[src/rtl/rr_enc_pkg.sv]
// Shared constants and state type for the round-robin request encoder.
package rr_enc_pkg;

  localparam int unsigned N = 4;
  localparam int unsigned W = 2;

  typedef enum logic {IDLE, GRANT} rr_state_t;

endpackage : rr_enc_pkg

[src/rtl/rr_pick.sv]
// Combinational round-robin pick: first set request bit at or after ptr, wrapping mod N.
module rr_pick
  import rr_enc_pkg::*;
(
  input  logic [N-1:0] req,
  input  logic [W-1:0] ptr,
  output logic [W-1:0] pick,
  output logic         hit
);

  logic         found;
  logic [W-1:0] pos;

  always_comb begin
    pick  = '0;
    hit   = |req;
    found = 1'b0;
    pos   = '0;
    // W-bit addition wraps the scan position naturally past N-1
    for (int i = 0; i < int'(N); i++) begin
      pos = W'(ptr + W'(i));
      if (!found && req[pos]) begin
        pick  = pos;
        found = 1'b1;
      end
    end
  end

endmodule : rr_pick

[src/rtl/rr_encoder4.sv]
// Round-robin request encoder: registered binary grant index with valid/ready
// handshake and a rotating priority pointer.
module rr_encoder4
  import rr_enc_pkg::*;
(
  input  logic         clk,
  input  logic         rst_n,
  input  logic         en,
  input  logic [N-1:0] req,
  input  logic         ready,
  output logic [W-1:0] idx,
  output logic         valid,
  output logic [N-1:0] grant_oh
);

  rr_state_t    state, state_d;
  logic [W-1:0] ptr, ptr_d;
  logic [W-1:0] idx_d;
  logic         valid_d;
  logic [N-1:0] grant_oh_d;

  logic         hs;
  logic [W-1:0] pick_ptr;
  logic [W-1:0] pick;
  logic         hit;

  // On a handshake the same-cycle pick already starts just past the retiring grant
  assign hs       = valid && ready;
  assign pick_ptr = hs ? W'(idx + W'(1)) : ptr;

  rr_pick u_pick (
    .req  (req),
    .ptr  (pick_ptr),
    .pick (pick),
    .hit  (hit)
  );

  // State, pointer and output registers
  always_ff @(posedge clk or negedge rst_n) begin
    if (!rst_n) begin
      state    <= IDLE;
      ptr      <= '0;
      idx      <= '0;
      valid    <= 1'b0;
      grant_oh <= '0;
    end else begin
      state    <= state_d;
      ptr      <= ptr_d;
      idx      <= idx_d;
      valid    <= valid_d;
      grant_oh <= grant_oh_d;
    end
  end

  // Next-state and next-output logic
  always_comb begin
    state_d    = state;
    ptr_d      = ptr;
    idx_d      = idx;
    valid_d    = valid;
    grant_oh_d = grant_oh;

    case (state)
      IDLE: begin
        if (en && hit) begin
          idx_d      = pick;
          grant_oh_d = N'(1) << pick;
          valid_d    = 1'b1;
          state_d    = GRANT;
        end
      end
      GRANT: begin
        // Grant is sticky until accepted, even if its request drops
        if (hs) begin
          ptr_d = pick_ptr;
          if (en && hit) begin
            idx_d      = pick;
            grant_oh_d = N'(1) << pick;
          end else begin
            valid_d    = 1'b0;
            grant_oh_d = '0;
            state_d    = IDLE;
          end
        end
      end
      default: begin
        state_d    = IDLE;
        valid_d    = 1'b0;
        grant_oh_d = '0;
      end
    endcase
  end

endmodule : rr_encoder4

[config.mk]
export PLATFORM = sky130hd
export DESIGN_NAME = rr_encoder4
export DESIGN_NICKNAME = d
export VERILOG_FILES = /design/src/rtl/rr_enc_pkg.sv /design/src/rtl/rr_pick.sv /design/src/rtl/rr_encoder4.sv
export SDC_FILE = /design/constraint.sdc
export NUM_CORES = 1
export LEC_CHECK = 0
export CAP_MARGIN = 10
export CORE_AREA = 2 2 39 41
export DETAILED_ROUTE_END_ITERATION = 12
export DIE_AREA = 0 0 41 43
export PLACE_DENSITY = 0.76
export SKIP_LAST_GASP = 1
export SLEW_MARGIN = 20
export SYNTH_ARGS = -nofsm -noshare
export SYNTH_HDL_FRONTEND = slang
export SYNTH_HIERARCHICAL = 1
export SYNTH_SLANG_ARGS = --single-unit
[constraint.sdc]
create_clock -name clk -period 6.5 [get_ports clk]
set_input_delay 1.3 -clock clk [delete_from_list [all_inputs] [get_ports clk]]
set_output_delay 1.3 -clock clk [all_outputs]
set_load 0.03 [all_outputs]
; ---- Yosys cells after proc, flatten, opt, wreduce, memory -nomap -nowiden
; Cells that the tools add are included.
[word_totals]
register_bits = 10
output_inout_bits = 7
wordCells = 60
input_bits = 8
[classes]
shift = 1
magnitude_cmp = 4
eq_ne = 3
mux = 30
add_sub_neg = 4
reduce_logical = 12
bitwise = 1
[op_table]
columns = cell, n
row1 = 2-bit two-way mux, 7
row2 = 2-bit by 3-bit < comparator with 1-bit output (second input constant), 4
row3 = 1-bit two-way mux, 12
row4 = 4-bit two-way mux, 3
row5 = 1-bit binary-select mux with 2-bit select, 4
row6 = 4-bit case mux with 2 select lines, 1
row7 = 1-bit logical AND, 5
row8 = 2-bit by 1-bit adder with 2-bit output (second input constant), 2
row9 = 2-bit adder (second input constant), 2
row10 = 2-bit inequality test (second input constant), 2
row11 = 1-bit case mux with 2 select lines, 2
row12 = 2-bit case mux with 2 select lines, 1
row13 = 2-bit AND reduction, 2
row14 = 4-bit OR reduction, 1
row15 = 1-bit by 2-bit left shift with 4-bit output (first input constant), 1
row16 = 1-bit zero test, 3
row17 = 3-bit AND reduction, 1
row18 = 2-bit by 1-bit inequality test with 1-bit output (second input constant), 1
row19 = 1-bit NOT, 1

; ---- Depth between registers and ports, before layout
; Gate-level depths: netlist (run 1).
[depth]
ltp_word = 18
mapped_depth = 9
ltp_nobuf = 9

; ---- Modules after synthesis
; Netlist (run 1), hierarchy kept.
[by_module_without_submodules]
columns = module, cells_each, instances, seq_area_each_um2, area_per_inst_um2
row1 = rr_encoder4, 53, 1, 250.2, 541.8
row2 = rr_pick, 15, 1, 0.0, 77.6

; ---- Worst setup path before layout (run 1)
; OpenSTA, ideal clock, no wires.
[synth_timing]
path_kind = in2reg
start = input port ready
end = register grant_oh[1]
required_time_ps = 6410
path_slack_ps = 3590
t_arrival_ps = 2819
path_buffers = 0
stages = 8
setup_ps = 90
path_cell_list = nand2_1 -> o21ai_0 -> inv_2 -> a221o_1 -> a21oi_1 -> nand2b_1 -> mux2_4 -> o221ai_1
[synth_between]
elab_chain_cells = 18
elab_cells_between_ends = 33
cone_classes = add/sub (3) / eq/ne (1) / shift (1) / mux (20) / reduce/logical (8)
[synth_rtl]
columns = item, line_no
row1 = from (decl), rr_encoder4.sv:10  ; input logic ready,
row2 = 1-bit logical AND *, rr_encoder4.sv:28  ; assign hs = valid && ready;
row3 = 2-bit two-way mux *, rr_encoder4.sv:29  ; assign pick_ptr = hs ? W'(idx + W'(1)) : ptr;
row4 = net pick_ptr[0], rr_encoder4.sv:23  ; logic [W-1:0] pick_ptr;
row5 = "parallel branches: the longest is 11 deep, another holds 2-bit by 1-bit adder with 2-bit output", --
row6 = 2-bit two-way mux *, rr_pick.sv:22  ; if (!found && req[pos]) begin
row7 = net pick[0], rr_encoder4.sv:24  ; logic [W-1:0] pick;
row8 = 1-bit by 2-bit left shift with 4-bit output *, "rr_encoder4.sv:67, rr_encoder4.sv:78"
row9 = 4-bit two-way mux, rr_encoder4.sv:76  ; if (en && hit) begin
row10 = 4-bit two-way mux, rr_encoder4.sv:74  ; if (hs) begin
row11 = 4-bit case mux with 2 select lines *, rr_encoder4.sv:63  ; case (state)
row12 = to (signal assigned), rr_encoder4.sv:51  ; grant_oh <= grant_oh_d;
row13 = to (decl), rr_encoder4.sv:13  ; output logic [N-1:0] grant_oh
; Mark *: on every way through the listed nets, which the timed path passes. The select of a mux whose other input is x is not followed.
; A chain may end at the register's enable or synchronous reset.

; ---- Worst setup path in the final report (run 1)
; Ends and elaborated chain as after synthesis.

==> results of run 1 <==
## routing by layer
layer | track usage | vias to the layer above | wire [microns]
li1 | - | 276 | -
met1 | 0.241 | 265 | 616
met2 | 0.269 | 24 | 637
met3 | 0.0942 | 3 | 114
met4 | 0.0400 | 0 | 8
met5 | 0 | - | 0
## cells by family (layout without fill, tap and decap cells)
family | count (synthesis) | after routing | synth area share
AOI/OAI and AO/OA | 20 | 20 | 0.228
xor gates and xnor gates | 1 | 1 | 0.0141
buffers and inverters | 8 | 25 | 0.0545
DFF | 10 | 10 | 0.404
muxes | 5 | 5 | 0.113
and+or+nand+nor | 24 | 24 | 0.186
## synthesized netlist by cell type (all sizes together)
master   n  area share
nand2b   4       0.040
a21boi   1       0.030
mux2     4       0.097
nand3    2       0.016
mux2i    1       0.016
nand4    1       0.010
dfrtp   10        0.40
buf      1       0.012
a21oi    7       0.057
and4     1       0.014
xnor2    1       0.014
inv      7       0.042
a221o    1       0.016
a21bo    1       0.016
nor2     3       0.022
o21ai    5       0.040
o211ai   1       0.012
nand2   13       0.083
o221ai   4       0.057
## state kept, by name, indices dropped and copies added (netlist names)
name,cells
state,1
ptr,2
valid,1
grant_oh,4
idx,2
## stage by stage
| step | cells | hold WS [ns] |
|---|---|---|
| finish | 101 | 0.482 |
| CTS | 101 | 0.490 |
| floorplan | 68 | 0.450 |
| detailed placement | 97 | 0.474 |
| global route | 101 | 0.532 |
| global placement | 97 | 0.465 |
## worst max-delay path, stage by stage
cell and delay (ns):
clkdlybuf4s50_1 0.60, nand2_1 0.16, o21ai_0 0.39, inv_2 0.06
a221o_1 0.32, a21oi_1 0.36, nand2b_1 0.14, mux2_4 0.28
o221ai_1 0.17
## area by class of cell
cell class / count / area, sq um
fill: 131 / 576
multi-input combinational: 50 / 335
sequential: 10 / 250
timing repair buffer: 14 / 140
clock buffer: 4 / 36.3
inverter: 7 / 26.3
tap: 16 / 20.0
## power by group through the flow
| stage | Combinational (mW) | Sequential [mW] | Clock (mW) |
|---|---|---|---|
| after floorplan | 0.0721 | 0.132 | 0 |
| after global placement | 0.153 | 0.102 | 0 |
| after detailed placement | 0.156 | 0.104 | 0 |
| after CTS | 0.157 | 0.102 | 0.0580 |
| after global routing | 0.170 | 0.105 | 0.0621 |
| final | 0.157 | 0.102 | 0.0567 |
## path summary, 6_finish.rpt
kind	cells past startpoint	endpoint	startpoint
max	9	grant_oh[1]	ready
min	2	ptr[0]	ptr[0]
max reg2reg	8	grant_oh[1]	valid
min reg2reg	2	ptr[0]	ptr[0]
max in group asynchronous	1	grant_oh[0]	rst_n
min in group asynchronous	1	grant_oh[3]	rst_n
==> metrics.txt, run 1 <==
post-route ant nets=0; Hold WC Path Type=reg2reg; most frequent cells in the layout=14 x clkdlybuf4s50_1, 12 x nand2_1, 10 x dfrtp_1; Net count, final=94; Max rail drop VDD=between 0.15 and 0.2 mV; CTS Root Cell=clkbuf_4; power density cells=between 300 and 400 nW/um^2; Max Slew Vio Count=0; Fin. Hold Viols=0; leakage power=around 0.36 nW; ANT cells=0; drt first pass iters=4; Sequential Power Share=0.323; minimum clock period after layout=3.60 ns; Clock power frac=0.180; DR DRC count=0; worst skew pair latency=0.27 ns; Worst Slack Setup Final=around 2.9 ns; critical path type=in2reg; status=complete, no violations; sequential area share after synthesis=0.404; commonest non-fill, non-tap cell in the layout=clkdlybuf4s50_1; # setup viols final=0; Setup TNS=0 ns; die area=1760 sq um; initial core utilization=0.448; CTS tree=built; Final Cycle Share=0.553; required time of the critical path=6.69 ns; area grow syn2layout=30.5%; Num Clock Sinks=10; first-pass GRT wire length=between 2000 and 2500 microns; Worst Skew=0.0109 ns; Power Total=around 0.32 mW; #FFs+latches synth=10; synthesized net count=76; share of cells above drive strength 1=0.153; unrepaired setup endpoints after global routing=false; clk slew on worst S/H paths=0.07 ns; total track usage=0.185; vias in the first global route=541; CTS hold repair buffers=0; pin count of the biggest net entering global routing=11; DP Worst Slack=2.66 ns; initial antenna violation count=0; Post-DP Area=slightly below 800 sq um; worst slew pin tran=0.454 ns; Slew headroom=0.697; io pins=15; Detailed Route WL=1380 microns; CP max FO=6; Max clock buf depth=2; Syn Area/Cell=between 9 and 10 sq um; Final GP Congestion=roughly 0.78; vias=568; Iter 0 DRT Violations=21; Net Sw Power=0.125 mW; DR WL/cell=13.6 microns; Resized cells post-CTS=0; post-route core utilization=0.584; Yosys cell types=22; Design Area, Final=808 sq um; Logic pwr share=0.497; f_max=278 MHz; Post-DP HPWL=1010 microns; post-DR vias/cell=5.62; I/O Buffers=14; switch share=0.396; Crit. End Element=flop; clock buffer count from CTS=3; GRT overflow=0; Post CTS Setup Buffer Count=0; Worst setup SP type=input port; Core ar.=1380 sq um; Max Cap Viol=0; row cnt=14; htree depth=1; Ys Warns=6; Die Span X=41 microns; R2R setup slack=4.05 ns; Int Pwr=between 0.15 and 0.2 mW; die height=between 40 and 50 microns; Data arrival, critical path=3.78 ns; Synth Cell Area=619 sq um; Mapped Cells=68
No activity file was read; power rests on OpenSTA's default activity.
==> inputs of run 2 (changes only) <==
- CORE_AREA: 2 2 39 41 -> 2 2 42 44
- DIE_AREA: 0 0 41 43 -> 0 0 44 46
- PLACE_DENSITY: 0.76 -> 0.69
- clock period: 6.5 -> 2.9 ns (I/O delays scaled with it)
==> run 2 against run 1 <==
Flip-flop and latch count is the same; clock skew fell by 0.0065 ns; sequential power up 120%; via count shrank 1.4%; combinational power grew 130%; cell count rose by 3.0%; critical path type unchanged; worst hold slack improved by 0.0025 ns.
==> metrics.txt, run 2 (synthesis gave the netlist of run 1 again) <==
area grow syn2layout=32.1%; power density cells=841 nW/um^2 (+120%); Final Cycle Share=0.881; Max Cap Viol=0 (unchanged); I/O Buffers=14 (unchanged); Fill cells=155 (+18%); CP max FO=6 (unchanged); worst skew pair latency=0.26 ns (about the same); Die Span X=44 microns (+7.3%); Net count, final=97 (+3.2%); htree depth=1 (unchanged); Iter 0 DRT Violations=13 (-38%); crit path cell chain=clkdlybuf4s50_1 > nand2_1 > o21ai_0 > inv_2 > a221o_1 > a21oi_1 > buf_4 > nand2b_1 > mux2_4 > o221ai_1; Detailed Route WL=1340 microns (-2.8%); required time of the critical path=3.08 ns (-3.61 ns); CP top delay family=compound AO/OA/AOI/OAI gates; Min Hold Slack=0.484 ns (+0.00248 ns); Cells on Worst Hold Path=2 (unchanged); CP max stage cell=clkdlybuf4s50_1; initial core utilization=0.384 (-0.0638); total track usage=0.159 (-0.0262); Worst Reg2Reg Path Length in Cells=9 (+1); pin count of the biggest net entering global routing=11 (unchanged); Largest register FFs=4 (unchanged); Post CTS Setup Buffer Count=0 (unchanged); Crit path buffers/inverters=3 (+1); Max rail drop VDD=0.385 mV (+130%); row cnt=15 (+1); DR WL/cell=12.9 microns (-5.6%); Worst setup SP type=input port; critical path type=in2reg; f_max=391 MHz; Resized cells post-CTS=0 (unchanged); die height=46 microns (+7.0%); die area=2020 sq um (+15%); CTS tree=built; most frequent cells in the layout=14 x clkdlybuf4s50_1, 12 x nand2_1, 10 x dfrtp_1; GRT overflow=0 (unchanged); DP Worst Slack=0.0804 ns (-2.57 ns); DP Cell Count=101 (+4.1%); routed wl met3=74 microns (-35%); Fin. Hold Viols=0 (unchanged); biggest regs=grant_oh: 4 flops, idx: 2 flops, ptr: 2 flops; clock buffer count from CTS=3 (unchanged); Hold WC Path Type=reg2reg; M1 wire length=635 microns (+3.1%); drt first pass iters=4 (unchanged); Power Total=0.688 mW (+120%); minimum clock period after layout=~2.6 ns; Worst Skew=0.00441 ns (-0.00646 ns); CTS Root Cell=clkbuf_4; first-pass GRT wire length=2330 microns (+6.6%); Crit. End Element=flop; Post-DP HPWL=1010 microns (+0.54%); initial antenna violation count=0 (unchanged); post-route ant nets=0 (unchanged); worst slew pin tran=0.455 ns (+0.00157 ns); clk slew on worst S/H paths=0.06 ns (about the same); ANT cells=0 (unchanged); Worst Slack Setup Final=0.344 ns (-2.56 ns); Num Clock Sinks=10 (unchanged); Core ar.=1610 sq um (+17%); Max Slew Vio Count=0 (unchanged); unrepaired setup endpoints after global routing=false; Crit path depth=10 (+1); Top reg by flops=grant_oh; share of cells above drive strength 1=0.172 (+0.0195); vias in the first global route=569 (+5.2%); commonest non-fill, non-tap cell in the layout=clkdlybuf4s50_1; io pins=15 (unchanged); Data arrival, critical path=2.74 ns (-1.04 ns); Final Instance Count excl. Fillers=104 (+3.0%); Max clock buf depth=2 (unchanged); top sig layer=met4; Met2 Wirelength=605 microns (-5.0%); Final GP Congestion=0.744 (-4.0%); max incr delay on CP=0.49 ns (-0.11 ns); Slew headroom=0.696 (-0.00105); Setup TNS=0 ns (unchanged); status=complete, no violations; vias=560 (-1.4%); post-DR vias/cell=5.38 (-4.3%); leakage power=0.365 nW (+2.1%); # setup viols final=0 (unchanged); CTS hold repair buffers=0 (unchanged); DR DRC count=0 (unchanged)
==> run 2: where the power goes <==
| group | leakage (nW) | total (mW) | switching (mW) | internal (mW) |
|---|---|---|---|---|
| Clock | 0.0138 | 0.0933 | 0.0454 | 0.0479 |
| Combinational | 0.225 | 0.367 | 0.190 | 0.177 |
| Sequential | 0.127 | 0.228 | 0.0389 | 0.189 |
==> run 2: path summary, 6_finish.rpt <==
| path | from | endpoint | slack [ns] |
|---|---|---|---|
| max | ready | grant_oh[1] | 0.34 |
| min | ptr[0] | ptr[0] | 0.48 |
| max reg2reg | valid | grant_oh[1] | 0.62 |
| min reg2reg | ptr[0] | ptr[0] | 0.48 |
| max in group asynchronous | rst_n | idx[0] | 1.96 |
| min in group asynchronous | rst_n | valid | 0.63 |
==> run 2: final cells by class <==
| type | instances | area [sq um] | share of cell area |
|---|---|---|---|
| inverters | 7 | 26.3 | 0.0321 |
| repair buffers | 17 | 163 | 0.199 |
| well taps | 17 | 21.3 | 0.0260 |
| multi-input cells | 50 | 335 | 0.410 |
| clock buffers | 3 | 22.5 | 0.0275 |
| flip-flops and latches | 10 | 250 | 0.306 |
==> run 2: stage by stage <==
stage / area, sq um / utilization
final: 818 / 0.507
after global routing: 818 / 0.507
after CTS: 818 / 0.507
after detailed placement: 796 / 0.493
after global placement: 796 / 0.493
after floorplan: 619 / -
==> run 2: layer usage <==
| layer | global-route usage | vias up |
|---|---|---|
| met4 | 0.0909 | 0 |
| met5 | 0 | - |
| met3 | 0.0397 | 4 |
| li1 | - | 282 |
| met1 | 0.197 | 260 |
| met2 | 0.250 | 14 |
==> run 2: worst reg2reg max path, cell delays in order, from the launching register on <==
cell,delay [ns]
dfrtp_1,0.48
nand2_1,0.17
o21ai_0,0.37
inv_2,0.06
a221o_1,0.32
a21oi_1,0.14
buf_4,0.15
nand2b_1,0.07
mux2_4,0.27
o221ai_1,0.16
==> inputs of run 3 (changes only) <==
- TNS_END_PERCENT: unset -> 20
==> results of run 3 <==
The final DEF is identical to that of run 2; final timing and power are the same.
